--- config.mk ---
export PLATFORM = sky130hd
export DESIGN_NAME = expr_resp_misr
export DESIGN_NICKNAME = d
export VERILOG_FILES = /design/src/rtl/expr_resp_misr.sv
export SDC_FILE = /design/constraint.sdc
export NUM_CORES = 1
export LEC_CHECK = 0
export ABC_CLOCK_PERIOD_IN_PS = 2900
export CAP_MARGIN = 20
export CORE_MARGIN = 5
export CORE_UTILIZATION = 43
export DETAILED_ROUTE_END_ITERATION = 8
export PLACE_DENSITY = 0.82
export SLEW_MARGIN = 20
export SYNTH_ARGS = -nofsm -noshare
export SYNTH_HDL_FRONTEND = slang
export SYNTH_SLANG_ARGS = --single-unit
--- constraint.sdc ---
create_clock -name clk -period 2.9 [get_ports clk]
set_input_delay 0.58 -clock clk [delete_from_list [all_inputs] [get_ports clk]]
set_output_delay 0.58 -clock clk [all_outputs]
set_load 0.02 [all_outputs]
--- src/rtl/expr_resp_misr.sv ---
// Response compactor: folds each accepted 90-bit result vector into a 32-bit MISR
// and compares the final signature with an expected value. Optional idle timeout: EXPR_MISR_TIMEOUT_EN.
module expr_resp_misr #(
  parameter int unsigned          Y_W   = 90,
  parameter int unsigned          SIG_W = 32,
  parameter int unsigned          CNT_W = 16,
  parameter logic [SIG_W-1:0]     POLY  = 32'h04C11DB7,
`ifdef EXPR_MISR_TIMEOUT_EN
  parameter logic [SIG_W-1:0]     SEED  = 32'hFFFFFFFF,
  parameter int unsigned          TO_W  = 8
`else
  parameter logic [SIG_W-1:0]     SEED  = 32'hFFFFFFFF
`endif
) (
  input  logic             clk,
  input  logic             rst,
  input  logic             start,
  input  logic [CNT_W-1:0] num_vec,
  input  logic [SIG_W-1:0] exp_sig,
  input  logic             y_valid,
  output logic             y_ready,
  input  logic [Y_W-1:0]   y,
  output logic             busy,
  output logic             done,
  output logic             pass,
  output logic [SIG_W-1:0] signature,
  output logic [CNT_W-1:0] vec_cnt,
`ifdef EXPR_MISR_TIMEOUT_EN
  output logic             timeout,
`endif
  output logic [1:0]       dbg_state
);

  // Handshake: a beat transfers on a rising edge where y_valid && y_ready;
  // y_ready depends on state only, so y_valid may be held across stalls.
  typedef enum logic [1:0] {
    S_IDLE = 2'd0,
    S_RUN  = 2'd1,
    S_DONE = 2'd2
  } state_t;

  localparam int unsigned NCH   = (Y_W + SIG_W - 1) / SIG_W;
  localparam int unsigned PAD_W = NCH * SIG_W;

  state_t           state_q, state_d;
  logic [SIG_W-1:0] sig_q, sig_d;
  logic [CNT_W-1:0] cnt_q, cnt_d;
  logic [CNT_W-1:0] nvec_q, nvec_d;
  logic [SIG_W-1:0] exp_q, exp_d;
  logic             pass_q, pass_d;

  logic [PAD_W-1:0] y_pad;
  logic [SIG_W-1:0] fold;
  logic [SIG_W-1:0] sig_step;
  logic             accept;
  logic             last_beat;
  logic             to_hit;

  // Fold: XOR of SIG_W-wide chunks from the LSB, top chunk zero-padded.
  assign y_pad = PAD_W'(y);

  always_comb begin
    fold = '0;
    for (int i = 0; i < int'(NCH); i++) begin
      fold = fold ^ y_pad[i*SIG_W +: SIG_W];
    end
  end

  assign sig_step  = {sig_q[SIG_W-2:0], 1'b0} ^ (sig_q[SIG_W-1] ? POLY : '0) ^ fold;
  assign accept    = y_valid && (state_q == S_RUN);
  assign last_beat = accept && (cnt_q == nvec_q - CNT_W'(1));

`ifdef EXPR_MISR_TIMEOUT_EN
  localparam logic [TO_W-1:0] TO_LAST = TO_W'((1 << TO_W) - 2);

  logic [TO_W-1:0] idle_q, idle_d;
  logic            to_q, to_d;

  // Counter reaching all-ones on this edge ends the run.
  assign to_hit = (state_q == S_RUN) && !accept && (idle_q == TO_LAST);
`else
  assign to_hit = 1'b0;
`endif

  // State register
  always_ff @(posedge clk or posedge rst) begin
    if (rst) begin
      state_q <= S_IDLE;
    end else begin
      state_q <= state_d;
    end
  end

  // Next-state logic
  always_comb begin
    state_d = state_q;
    case (state_q)
      S_IDLE, S_DONE: begin
        if (start) begin
          state_d = (num_vec == '0) ? S_DONE : S_RUN;
        end
      end
      S_RUN: begin
        if (last_beat || to_hit) begin
          state_d = S_DONE;
        end
      end
      default: state_d = S_IDLE;
    endcase
  end

  // Output logic
  always_comb begin
    y_ready   = (state_q == S_RUN);
    busy      = (state_q == S_RUN);
    done      = (state_q == S_DONE);
    dbg_state = state_q;
  end

  // Datapath next-state
  always_comb begin
    sig_d  = sig_q;
    cnt_d  = cnt_q;
    nvec_d = nvec_q;
    exp_d  = exp_q;
    pass_d = pass_q;
`ifdef EXPR_MISR_TIMEOUT_EN
    idle_d = idle_q;
    to_d   = to_q;
`endif
    case (state_q)
      S_IDLE, S_DONE: begin
        if (start) begin
          sig_d  = SEED;
          cnt_d  = '0;
          nvec_d = num_vec;
          exp_d  = exp_sig;
          pass_d = (num_vec == '0) && (SEED == exp_sig);
`ifdef EXPR_MISR_TIMEOUT_EN
          idle_d = '0;
          to_d   = 1'b0;
`endif
        end
      end
      S_RUN: begin
        if (accept) begin
          sig_d = sig_step;
          cnt_d = cnt_q + CNT_W'(1);
          if (last_beat) begin
            pass_d = (sig_step == exp_q);
          end
`ifdef EXPR_MISR_TIMEOUT_EN
          idle_d = '0;
`endif
        end else begin
`ifdef EXPR_MISR_TIMEOUT_EN
          idle_d = idle_q + TO_W'(1);
          if (to_hit) begin
            to_d   = 1'b1;
            pass_d = 1'b0;
          end
`endif
        end
      end
      default: ;
    endcase
  end

  always_ff @(posedge clk or posedge rst) begin
    if (rst) begin
      sig_q  <= SEED;
      cnt_q  <= '0;
      nvec_q <= '0;
      exp_q  <= '0;
      pass_q <= 1'b0;
    end else begin
      sig_q  <= sig_d;
      cnt_q  <= cnt_d;
      nvec_q <= nvec_d;
      exp_q  <= exp_d;
      pass_q <= pass_d;
    end
  end

`ifdef EXPR_MISR_TIMEOUT_EN
  always_ff @(posedge clk or posedge rst) begin
    if (rst) begin
      idle_q <= '0;
      to_q   <= 1'b0;
    end else begin
      idle_q <= idle_d;
      to_q   <= to_d;
    end
  end

  assign timeout = to_q;
`endif

  assign pass      = pass_q;
  assign signature = sig_q;
  assign vec_cnt   = cnt_q;

endmodule
; ---- Word-level counts from Yosys, hierarchy flattened
; Cells that the tools add are included.
[op_classes]
reduce_logical = 11
bitwise_logic = 4
add_sub_neg = 2
muxes = 15
n_eq_ne = 8
[op_table]
columns = operator, count
row1 = 2-to-1 mux 32 bit, 2
row2 = case mux 32 bit (2 select lines), 1
row3 = XOR 32 bit, 2
row4 = equality test 32 bit, 1
row5 = equality test 32 bit (first input constant), 1
row6 = 2-to-1 mux 16 bit, 2
row7 = case mux 16 bit (2 select lines), 1
row8 = XOR 32 x 26 -> 32 bit, 1
row9 = XOR 32 x 27 -> 32 bit, 1
row10 = 2-to-1 mux 27 bit, 1
row11 = adder 16 x 1 -> 16 bit (second input constant), 1
row12 = equality test 16 bit, 1
row13 = logical NOT 16 bit, 1
row14 = subtractor 16 x 1 -> 16 bit (second input constant), 1
row15 = 2-to-1 mux 2 bit, 3
row16 = inequality test 2 x 1 -> 1 bit (second input constant), 2
row17 = case mux 2 bit (2 select lines), 1
row18 = AND reduction 2 bit, 2
row19 = AND reduction 4 bit, 1
row20 = logical AND 1 bit, 3
row21 = 2-to-1 mux 1 bit, 3
row22 = AND reduction 3 bit, 1
row23 = equality test 2 x 1 -> 1 bit (second input constant), 1
row24 = equality test 2 bit (second input constant), 1
row25 = 5 further kinds, 5
[word_totals]
ff_bits = 99
inputBits = 142
wordCells = 46
output_inout_bits = 54

; ---- Logic depth before layout (Yosys ltp)
[logic_depth]
ltp_word = 7
ltp_mapped = 10
mapped_depth_nobuf = 10

; ---- Worst setup path before layout
; OpenSTA, ideal clock, no wires.
[synth_path]
path_type = reg-to-reg
start = register cnt_q[13] (netlist: vec_cnt[13])
end = register pass_q (netlist: pass)
setup_ns = 0.079
required_ns = 2.821
path_stages_with_launch = 9
n_path_buf = 0
arrival_time_ns = 2.429
path_slack_ns = 0.392
path_cell_list = dfrtp_1 inv_2 or4_1 or4_1 o211ai_1 nor2_1 or4_4 o21ai_2 mux2i_1
[synth_via]
elab_chain_cells = 4
[synth_rtl]
columns = item, line
row1 = "start, declared", 47  ; logic [CNT_W-1:0] cnt_q, cnt_d;
row2 = "start signal, assigned", 178  ; cnt_q <= cnt_d;
row3 = equality test 16 bit, 71  ; assign last_beat = accept && (cnt_q == nvec_q - CNT_W'(1));
row4 = logical AND 1 bit, 71
row5 = inequality test 2 x 1 -> 1 bit (no line), --
row6 = AND reduction 4 bit (no line), --
row7 = "end signal, assigned", 181  ; pass_q <= pass_d;
row8 = "end, declared", 50  ; logic pass_q, pass_d;
; Every way passes these cells.
; A chain may end at the register's enable or synchronous reset.

; ---- Worst setup path in the final report
[layout_path]
start = register nvec_q[0]
end = register pass_q (netlist: pass)
[layout_via]
elab_chain_cells = 5
[layout_rtl]
columns = item, line
row1 = "start, declared", 48  ; logic [CNT_W-1:0] nvec_q, nvec_d;
row2 = "start signal, assigned", 179  ; nvec_q <= nvec_d;
row3 = subtractor 16 x 1 -> 16 bit, 71
row4 = equality test 16 bit, 71
row5 = logical AND 1 bit, 71
row6 = inequality test 2 x 1 -> 1 bit (no line), --
row7 = AND reduction 4 bit (no line), --
; Every way passes these cells.

==> impl_metrics.csv <==
group,metric,value,unit
run_status,outcome,"finished clean",
hold_path,min_to,"exp_q[3]",
final_layout,seqCellArea,0.002517,mm^2
hold_path,hp-start,"exp_q[3]",
synthesis,netlist_top_cells_area,"dfrtp_1 (28%), xnor2_1 (17%), dfstp_2 (14%)",
sta,setup_tns,0,ps
synthesis,ys_seq_elements,99,
sta,fin_crit_sh,0.9571,
critical_path,cp_slowest_cell,"or4b_2",
power_and_ir_drop,p_int,0.004686,W
critical_path,critPathBufInv,1,
route,wire_per_inst,16.86,um
synthesis,yosysSeqAreaShare,0.4163,
floorplanning,die_area,0.01653,mm^2
power_and_ir_drop,p_clk_frac,0.149,
place,place_congestion,0.8829,
synthesis,ys_types,54,
clock_tree,insertion_delay,350,ps
critical_path,crit_path_max_fanout,4,
final_layout,drive_gt1_frac,0.08362,
critical_path,cp.arrival,3050,ps
critical_path,crit_chain,"inv_1, ha_1, or4b_2, nor4_1, a211oi_1, nand2_1, o31ai_1, or4_4, o21ai_2, mux2i_1",
power_and_ir_drop,power.static_leakage,3.380,nW
synthesis,synth_flop_cell,"dfrtp_1",
route,routed_via_density,5.256,
sta,hold_violations,0,
power_and_ir_drop,pwr-share-comb,0.500,
route,drtIter0Drc,332,
route,drtPass1Iterations,5,
global_routing,grt_pass1_vias,5325,
critical_path,r2r_end,"pass",
sta,worst_pin_slew,752.0,ps
clock_tree,hold_buffers,0,
place,dp.cells,1025,
final_layout,area_delta_synth_final,40.84,%
synthesis,syn_inst,669,
floorplanning,fp.dieW,128.6,um
global_routing,antenna_found_initial,0,
clock_tree,tritoncts,"built",
critical_path,crit_type,"flip-flop to flip-flop",
power_and_ir_drop,switchingPower,0.003098,W
critical_path,cp.depth,10,
critical_path,worstSetupEndpointType,"flip-flop",
critical_path,r2r-start,"nvec_q[0]",
global_routing,grt_use_total,0.2113,
route,routed_wl,17550,um
clock_tree,ctsRootBufferMaster,"clkbuf_16",
floorplanning,die_h,128.6,um
power_and_ir_drop,power.density,913.9,mW/mm^2
critical_path,reg2regPathDepth,10,
final_layout,final_common_cell,"clkdlybuf4s50_1",
final_layout,fin_nets,1000,
sta,skew,9.865,ps
hold_path,hold_class,"flip-flop to flip-flop",
final_layout,fin_cells,1041,
floorplanning,core.rowCount,43,
critical_path,rrSetupSlack,120,ps
synthesis,async_reset_ff_frac,1.000,
synthesis,synth_top_cell_area_share,0.2773,
power_and_ir_drop,pwr-share-seq,0.351,
critical_path,cp-start-kind,"flip-flop",
final_layout,diodes,0,
route,route.detailed.drc,0,
hold_path,holdPathStages,2,
clock_tree,htree_levels,3,
place,io_buffers,195,
global_routing,gr-total-overflow,0,
clock_tree,cts_sinks,99,
clock_tree,post-cts-setup-buffer-count,0,
critical_path,crit_required,3180,ps
place,dp_hpwl,13450,um
power_and_ir_drop,swShare,0.3980,
place,place_area,0.008232,mm^2
critical_path,cpPeakStageDelay,650,ps
final_layout,n_fill_cell,1142,
clock_tree,ctsResizeCount,0,
floorplanning,start_util,0.4373,
critical_path,worst_path_dominant_cell_family,"simple AND/OR/NAND/NOR gates",
route,num_vias,5471,
clock_tree,path_clk_slew,70,ps
run,drv_cap,0,
sta,slew_viol_final,0,
sta,post-route-min-period,2776,ps
synthesis,yosysTopAreaCell,"dfrtp_1",
final_layout,final_cell_mix,"clkdlybuf4s50_1 (195), nand2_1 (162), xnor2_1 (116), dfrtp_1 (67), o21ai_0 (60)",
clock_tree,clockBufferDepth,2,
sta,setup_violations,0,
synthesis,synth_edf_count,0,
sta,whs,484.4,ps
route,ant_nets,0,
floorplanning,core-area,0.01383,mm^2
global_routing,grt_first_pass_wirelength,27300,um
synthesis,syn_area_per_cell,9.039,um^2
synthesis,yosys_warnings,0,
synthesis,synthesis.nets,813,
floorplanning,io_pins,196,
final_layout,fin_area,0.008517,mm^2
global_routing,grt_max_degree,62,
power_and_ir_drop,max-vdd-ir-drop,0.5643,mV
final_layout,multiInputGateArea,0.003383,mm^2
sta,slew_headroom,0.4976,
sta,fmax,360.3,MHz
synthesis,synth.cell_area,0.006047,mm^2
sta,rsz0062_at_grt,"false",
clock_tree,tritoncts.num_buffers,9,
-- cell usage after synthesis (7+ instances only) --
cell / instances
o21ai_0: 60
xnor2_1: 116
inv_1: 7
nor2_1: 22
clkbuf_1: 19
a21oi_1: 11
nor4_1: 11
nand4_1: 14
nand2_1: 163
xor2_1: 38
dfstp_2: 32
dfrtp_1: 67
nand3_1: 11
nor3_1: 15
-- stage by stage --
stage                     utilization  setup WS, ps  power, W
after floorplan                     -         391.6  0.005190
final                          0.6160         124.4  0.007784
after global routing           0.6160         1.129  0.008308
after global placement         0.5953         220.9  0.006558
after CTS                      0.6160         162.0  0.007847
after detailed placement       0.5953         131.2  0.006630
-- state kept, by name (all words and copies together), names as in the netlist --
register and cells:
vec_cnt 16, exp_q 32, nvec_q 16, pass 1, dbg_state 2, signature 32
-- power groups by stage --
stage / registers, W / clock network (W) / logic, W
finish: 0.00274 / 0.00116 / 0.00389
global route: 0.00282 / 0.00124 / 0.00424
CTS: 0.00273 / 0.00119 / 0.00392
detailed placement: 0.00274 / 0 / 0.00389
global placement: 0.00273 / 0 / 0.00383
floorplan: 0.00287 / 0 / 0.00232
-- kinds of logic (layout without fill, tap and decap cells) --
family,Yosys count,in the layout,synth area share
xor+xnor,161,161,0.2481
buf+inv,38,230,0.02628
simple gates,274,274,0.2125
fa+ha+maj,2,2,0.004138
compound gates,90,90,0.08442
flops,99,99,0.4163
mux,5,5,0.008277
-- metal layers --
layer / part of all wire / GRT usage
met1: 0.39 / 0.2509
met5: 0 / 0
met3: 0.094 / 0.06974
met2: 0.49 / 0.3607
met4: 0.024 / 0.07165
-- worst reg2reg max path, cell delays in order, from the launching register on --
cell and delay [ps]:
dfrtp_1 410, inv_1 90, ha_1 210, or4b_2 650
nor4_1 330, a211oi_1 80, nand2_1 80, o31ai_1 70
or4_4 470, o21ai_2 150, mux2i_1 180
-- how the worst max path moves through the flow --
stage                      startpoint   end  slack [ps]
after floorplan           vec_cnt[13]  pass         390
after global placement          y[42]  pass         220
after detailed placement        y[42]  pass         130
after CTS                   nvec_q[0]  pass         160
after global routing        nvec_q[0]  pass           1
final                       nvec_q[0]  pass         120
-- layout make-up --
cell class                 instances  share of cell area
clock buffer                      11             0.02850
clock inverter                     5            0.004995
inverter                           8            0.003967
multi-input combinational        532              0.3972
sequential                        99              0.2956
tap                              180             0.02644
timing repair buffer             206              0.2433
Power figures use the tool's default switching activity.
